==> config.mk <==
export PLATFORM = sky130hd
export DESIGN_NAME = alu_mc
export DESIGN_NICKNAME = d
export VERILOG_FILES = /design/src/rtl/alu_mc.sv
export SDC_FILE = /design/constraint.sdc
export NUM_CORES = 1
export LEC_CHECK = 0
export BUFFER_PORTS_ARGS = -buffer_cell sky130_fd_sc_hd__buf_4
export CAP_MARGIN = 20
export CORE_AREA = 4 4 250 252
export CTS_CLUSTER_DIAMETER = 150
export CTS_CLUSTER_SIZE = 24
export DETAILED_ROUTE_END_ITERATION = 8
export DIE_AREA = 0 0 254 256
export MAX_ROUTING_LAYER = met4
export PLACE_DENSITY = 0.62
export SETUP_SLACK_MARGIN = 0.15
export SLEW_MARGIN = 20
export SYNTH_ARGS = -nofsm -noshare
export SYNTH_HDL_FRONTEND = slang
export SYNTH_SLANG_ARGS = --single-unit
==> constraint.sdc <==
create_clock -name clk -period 4.5 [get_ports clk]
set_input_delay 0.45 -clock clk [delete_from_list [all_inputs] [get_ports clk]]
set_output_delay 0.45 -clock clk [all_outputs]
set_load 0.02 [all_outputs]
==> src/rtl/alu_mc.sv <==
// alu_mc: handshaked ALU; logic/add/shift ops in one cycle, MULU/DIVU iterate one bit per cycle.
module alu_mc #(
  parameter int WIDTH = 32,
  parameter int SHW = $clog2(WIDTH)
) (
  input  logic             clk,
  input  logic             reset_n,
  input  logic             in_valid,
  output logic             in_ready,
  input  logic [3:0]       op,
  input  logic [WIDTH-1:0] src1,
  input  logic [WIDTH-1:0] src2,
  output logic             out_valid,
  input  logic             out_ready,
  output logic [WIDTH-1:0] result,
  output logic [WIDTH-1:0] result_hi,
  output logic             overflow,
  output logic             zero,
  output logic             err
);
  localparam int CW = $clog2(WIDTH) + 1;
  typedef enum logic {IDLE, ITER} state_t;
  state_t state;
  logic [CW-1:0] cnt;
  logic [WIDTH-1:0] acc, lo, b, add_r, sub_r, rot, s_res, n_acc, n_lo;
  logic [WIDTH:0] sum, sh, diff;
  logic [SHW-1:0] amt;
  logic is_div, accept, multi, s_ovf, s_err;
  assign in_ready = (state == IDLE) && (!out_valid || out_ready);
  assign accept = in_valid && in_ready;
  assign multi = (op == 4'd10) || (op == 4'd11);
  assign zero = (result == '0);
  assign amt = src2[SHW-1:0];
  assign add_r = src1 + src2;
  assign sub_r = src1 - src2;
  assign rot = WIDTH'({src1, src1} >> amt);
  always_comb begin
    s_res = '0;
    s_ovf = 1'b0;
    s_err = 1'b0;
    case (op)
      4'd0: begin
        s_res = add_r;
        s_ovf = (src1[WIDTH-1] == src2[WIDTH-1]) && (add_r[WIDTH-1] != src1[WIDTH-1]);
      end
      4'd1: begin
        s_res = sub_r;
        s_ovf = (src1[WIDTH-1] != src2[WIDTH-1]) && (sub_r[WIDTH-1] != src1[WIDTH-1]);
      end
      4'd2: s_res = src1 & src2;
      4'd3: s_res = src1 | src2;
      4'd4: s_res = src1 ^ src2;
      4'd5: s_res = src1 >> amt;
      4'd6: s_res = src1 << amt;
      4'd7: s_res = rot;
      4'd8: s_res = $signed(src1) >>> amt;
      4'd9: s_res = src1;
      4'd10, 4'd11: s_err = 1'b0;
      default: s_err = 1'b1;
    endcase
  end
  // acc/lo form the double-width shift register: product (hi,lo) or remainder/quotient
  assign sum = {1'b0, acc} + (lo[0] ? {1'b0, b} : '0);
  assign sh = {acc, lo[WIDTH-1]};
  assign diff = sh - {1'b0, b};
  assign n_acc = is_div ? (diff[WIDTH] ? sh[WIDTH-1:0] : diff[WIDTH-1:0]) : sum[WIDTH:1];
  assign n_lo = is_div ? {lo[WIDTH-2:0], ~diff[WIDTH]} : {sum[0], lo[WIDTH-1:1]};
  always_ff @(posedge clk or negedge reset_n) begin
    if (!reset_n) begin
      state <= IDLE;
      cnt <= '0;
      out_valid <= 1'b0;
      result <= '0;
      result_hi <= '0;
      overflow <= 1'b0;
      err <= 1'b0;
      acc <= '0;
      lo <= '0;
      b <= '0;
      is_div <= 1'b0;
    end else if (state == IDLE) begin
      if (accept && !multi) begin
        out_valid <= 1'b1;
        result <= s_res;
        result_hi <= '0;
        overflow <= s_ovf;
        err <= s_err;
      end else if (accept) begin
        out_valid <= 1'b0;
        state <= ITER;
        cnt <= CW'(WIDTH);
        acc <= '0;
        lo <= src1;
        b <= src2;
        is_div <= op[0];
      end else if (out_ready) begin
        out_valid <= 1'b0;
      end
    end else begin
      acc <= n_acc;
      lo <= n_lo;
      cnt <= cnt - 1'b1;
      if (cnt == CW'(1)) begin
        state <= IDLE;
        out_valid <= 1'b1;
        result <= n_lo;
        result_hi <= n_acc;
        overflow <= is_div && (b == '0);
        err <= 1'b0;
      end
    end
  end
endmodule

== After elaboration in Yosys (flattened, before gate mapping) ==
Index checks and enable logic that the tools add are counted.
Widths: inputs -> output; s select.
Storage, ports and cells
  register bits: 171
  latch bits: 0
  bits in writable memories: 0
  ROM bits: 0
  input bits: 72
  output and inout bits: 69
  logic and storage cells: 102
  memories kept: 0
Cells by class
  add/subtract/negate cells: 5
  $mul: 0
  div/mod/pow operators: 0
  $lt $le $gt $ge: 0
  equal/unequal tests: 18
  shifts and indexed selects: 4
  multiplexer cells: 37
  bitwise operators: 6
  reductions and logical operators: 21
Operators by type and width (number)
  $mux 32: 16
  $pmux 32 s10: 1
  $logic_not 32->1: 2
  $shr 64x5->32: 1
  $add 32x32->33: 1
  $sub 33x32->33: 1
  $add 32x32->32: 1
  $and 32x32->32: 1
  $or 32x32->32: 1
  $shl 32x5->32: 1
  $shr 32x5->32: 1
  $sshr 32x5->32: 1
  $sub 32x32->32: 1
  $xor 32x32->32: 1
  $mux 6: 3
  $eq 4x3->1 const B: 4
  $eq 4x4->1 const B: 4
  $mux 1: 16
  $reduce_or 12->1: 1
  $eq 4x2->1 const B: 2
  $eq 6x1->1 const B: 1
  $logic_and 1x1->1: 6
  $reduce_and 2->1: 3
  $sub 6x1->6 const B: 1
  13 further kinds: 20

== Depth between registers and ports, before layout ==
  word-level depth: 7
  depth in mapped cells: 16

== Worst setup path after synthesis ==
Ideal clock, no wire load.
  path type: input to register
  start: in src2[2]
  end: reg result[26]
  library setup time: 137 ps
  arrival: 3610 ps
  data required time: 4363 ps
  path slack: 752 ps
  stages on the path: 16
  buffers on the path: 4
  path through: buf_2 > inv_1 > clkbuf_1 > buf_1 > ha_1 > buf_2 > a21oi_1 > o21ai_1 > a2111oi_2 > nor3_1 > o31ai_2 > and2b_1 > nor4_1 > a31o_2 > a221oi_2 > o221ai_2
Between the ends
  cells in the longest elaborated chain, start to end: 4
RTL lines
  from (decl): line 12  | input logic [WIDTH-1:0] src2,
  $sub 32x32->32, or another cell as far along: line 35  | assign sub_r = src1 - src2;
  $pmux 32 s10 (*): line 41  | case (op)
  $mux 32 (*): line 82  | if (accept && !multi) begin
  $mux 32 (*): line 81  | end else if (state == IDLE) begin
  to (signal assigned): line 84  | result <= s_res;
  to (signal assigned): line 106  | result <= n_lo;
  to (decl): line 15  | output logic [WIDTH-1:0] result,
Every way passes the cells marked *; elsewhere a longest branch is shown, timed or not. The select of a mux whose other input is x is not followed.
A chain may end at the register's enable or synchronous reset.

== Worst setup path in the final report ==
  start: reg lo[31]
  end: reg acc[18]
Between the ends
  cells in the longest elaborated chain, start to end: 4
RTL lines
  from (decl): line 25  | logic [WIDTH-1:0] acc, lo, b, add_r, sub_r, rot, s_res, n_acc, n_lo;
  from (signal assigned): line 93  | lo <= src1;
  from (signal assigned): line 101  | lo <= n_lo;
  $sub 33x32->33: line 65  | assign diff = sh - {1'b0, b};
  $mux 32 (2 in a row): line 66  | assign n_acc = is_div ? (diff[WIDTH] ? sh[WIDTH-1:0] : diff[WIDTH-1:0]) : sum[WIDTH:1];
  $mux 32: line 81
  to (signal assigned): line 100  | acc <= n_acc;
  to (decl): line 25
Every way passes these cells.

==> key figures <==
STA
  – Period utilisation layout: 0.882
  – Min Tclk post-route: a little under 4 ns
  – Hold Fails Final Rpt: 0
  – RSZ-0062 raised after global routing: no
  – Max_slew headroom: 0.304
  – Setup_tns: 0 ns
  – Worst hold margin: 0.0313 ns
  – Fmax: about 250 MHz
  – Slew @ Worst Pin: 1.04 ns
  – Final slew viol count: 0
  – Clk_skew: 0.0176 ns
  – Final setup fails: 0

Floorplanning
  – Initial core utilization: 0.349
  – Die Ht: ~260 um
  – FP Rows: 90
  – Chip Width: between 200 and 300 um
  – Die ar.: approximately 65000 um^2
  – Core footprint: approximately 60000 um^2
  – I/O Pins: roughly 140

Worst setup path
  – CP endpoint: acc[18]
  – Worst R2R Path Depth: 14
  – CP Data Required Time: a little under 5 ns
  – CP Cell Sequence: inv_1 -> ha_1 -> inv_1 -> fa_1 -> a211oi_2 -> o211ai_1 -> a221oi_2 -> a211o_1 -> nand4_1 -> nand3_2 -> buf_12 -> mux2_2 -> a21oi_1 -> o21ai_0
  – Crit path DAT: 4.30 ns
  – Largest stage delay, worst path: between 0.5 and 0.6 ns
  – Buf/Inv on CP: 3
  – FF-to-FF setup slack: 0.53 ns
  – Worst setup EP type: flip-flop
  – Crit path launch type: flip-flop
  – Crit path from: lo[31]
  – CP Depth: 14
  – CP max stage cell: a221oi_2
  – Reg2Reg Launch Point: lo[31]
  – Top delay family on crit path: compound AO/OA/AOI/OAI gates
  – Reg-to-Reg End: acc[18]
  – Crit path max fanout: 26
  – Worst path most repeated cell: inv_1
  – CP Class: reg -> reg

Finish
  – Final Net Count: 3012
  – Layout fillers: roughly 6400
  – Final core occ: 0.389
  – Fraction of layout cells with a size suffix above 1: 0.140
  – Layout overhead on the synthesized area: 11.5%

Placed design
  – I/O Buffers: 140
  – Final weighted congestion in routability-driven placement: between 1 and 1.5
  – Final HPWL DP: roughly 73000 um

Drt
  – Met3 routed WL: 7980 um
  – Routed wl met2: a little over 40000 um
  – WL final: about 94000 um
  – Wire length per cell: about 26 um
  – DR iter-0 viols: 2530
  – Highest metal used: met4
  – Residual DRC: 3
  – Post-route ant nets: 0
  – Vias per cell: ~6.2
  – DR pass1 iterations: 9
  – DR vias: 22300
  – WL met1: about 38000 um

Power and ir drop
  – Worst vdd ir: between 400 and 500 uV
  – Pleak: ~0.010 uW
  – Power Dens Cells: 540 nW/um^2

GRT
  – Largest net degree at the start of global routing: 80
  – GR Util All Layers: 0.288
  – GRT Residual Overflow: 0
  – Antenna violations before repair: 7
  – Global-route wire length before repair: 138000 um
  – Number of global-route vias before repair: between 20000 and 25000

CTS
  – Worst-path clk slew: approximately 0.080 ns
  – TritonCTS Buffers: 17
  – # H-tree levels: 4
  – # Post-CTS Setup Buffers: 0
  – TritonCTS clock tree: yes
  – CTS sink cnt: 171
  – Clk root buf: clkbuf_16
  – CTS Hold Buffers Added: 0
  – CTS resizes: 0
  – Clock Path Buffers: 2
  – Clock latency on the worst-skew pair: between 0.4 and 0.5 ns

Min path
  – Worst hold path type: in -> async

Status
  – Failing checks: design-rule violations
  – Status: complete, but fails checks

Logic synthesis
  – Synth async-reset ratio: 1.00
  – Seq cells post-synth: ~170
  – Syn_nets: 2980
  – Post-synth cell types: 98
  – Top FF cell, synth: dfrtp_1
  – Mean Syn Cell Area: 7.66 um^2
  – Syn Inst Count: about 2700
  – EDFF count, synth: 0
  – Sequential fraction of the synthesis area: 0.204
  – Mapped Area: 21000 um^2
  – Yosys synthesis warning count: 0

Job
  – Max-Cap Viols: 0
metal layers:
metal,vias to the layer above,global-route usage
li1,10100,-
met1,10700,0.362
met2,1194,0.433
met3,259,0.0473
met4,0,0.175
met5,-,-
synth_stat cells (49+ instances only):
| library cell | instances | area [um^2] |
|---|---|---|
| inv_1 | 151 | 567 |
| mux2_2 | 60 | 676 |
| a21oi_1 | 251 | 1260 |
| nor2_1 | 249 | 935 |
| a21o_1 | 65 | 488 |
| mux2i_1 | 105 | 1050 |
| ha_1 | 165 | 2060 |
| o21ai_0 | 236 | 1180 |
| dfrtp_1 | 171 | 4280 |
| nand2_1 | 287 | 1080 |
| xnor2_1 | 49 | 429 |
| clkbuf_1 | 138 | 518 |
stage by stage:
stage	instances	worst slack, ns	area, um^2	power [uW]
after floorplan	2739	0.752	21000	8430
after global placement	3534	0.549	22800	11000
after detailed placement	3534	0.515	22800	11000
after CTS	3566	0.558	23400	12600
after global routing	3570	0.309	23400	13500
final	3571	0.530	23400	12600
layout make-up:
| cell class | count | area [um^2] | share of cell area |
|---|---|---|---|
| Clock inverter | 15 | 168 | 0.00717 |
| Tap cell | 782 | 978 | 0.0418 |
| Multi-Input combinational cell | 2211 | 15300 | 0.653 |
| Clock buffer | 17 | 425 | 0.0182 |
| Inverter | 156 | 586 | 0.0250 |
| Sequential cell | 171 | 4290 | 0.183 |
| Antenna cell | 5 | 12.5 | 0.000535 |
| Timing Repair Buffer | 214 | 1650 | 0.0706 |
report_power, final:
group | internal, uW | switching (uW)
sequential | 2180 | 758
combinational | 3280 | 4900
clock | 746 | 768
total | 6210 | 6420
layout by cell type, fill, tap and decap left out, types with 10 or more instances in the layout:
cell,n
nor2b_1,15
buf_4,210
o211ai_1,30
nor4_1,31
a211oi_1,37
o21ai_1,17
o31ai_1,16
a2111oi_0,12
xor2_1,26
nor2_1,248
mux2i_1,105
o22ai_1,14
a211o_1,10
a31oi_1,23
nand4_1,27
mux2_2,60
inv_1,151
and2_1,47
a21oi_1,251
o21a_1,16
nand3_1,43
and3_1,18
a221oi_1,14
a22o_1,36
ha_1,165
a21o_1,65
o21ai_0,236
nand2_1,286
o21bai_1,19
xnor2_1,49
a22oi_1,20
or3_1,11
o2111ai_1,21
dfrtp_1,169
nand2b_1,19
clkbuf_16,17
nor3_1,41
mux4_2,36
cells by family (layout without fill, tap and decap cells):
| group | after synthesis | in the layout | share of synthesized area |
|---|---|---|---|
| and+or+nand+nor | 817 | 817 | 0.177 |
| AOI/OAI and AO/OA | 949 | 949 | 0.295 |
| buffers and inverters | 357 | 402 | 0.0693 |
| muxes | 201 | 201 | 0.121 |
| DFF | 171 | 171 | 0.204 |
| xor gates and xnor gates | 75 | 75 | 0.0313 |
| adders and majority gates | 169 | 169 | 0.102 |
| other | 0 | 5 | 0 |
flip-flops by register name (all words and copies together), names as in the netlist, 6 cells and up:
| name | cells |
|---|---|
| result | 32 |
| result_hi | 32 |
| acc | 32 |
| b | 32 |
| lo | 32 |
| cnt | 6 |
worst min path at each step:
stage                    end           from  cells after the start  slack, ns
6_report             acc[11]        reset_n                      1       0.03
5_1_grt               acc[9]        reset_n                      1       0.07
4_1_cts               acc[1]        reset_n                      1       0.05
3_5_place_dp             err            err                      2       0.47
3_3_place_gp   result_hi[18]  result_hi[18]                      2       0.47
2_1_floorplan         acc[0]        reset_n                      0       0.15
Power figures use the tool's default switching activity.
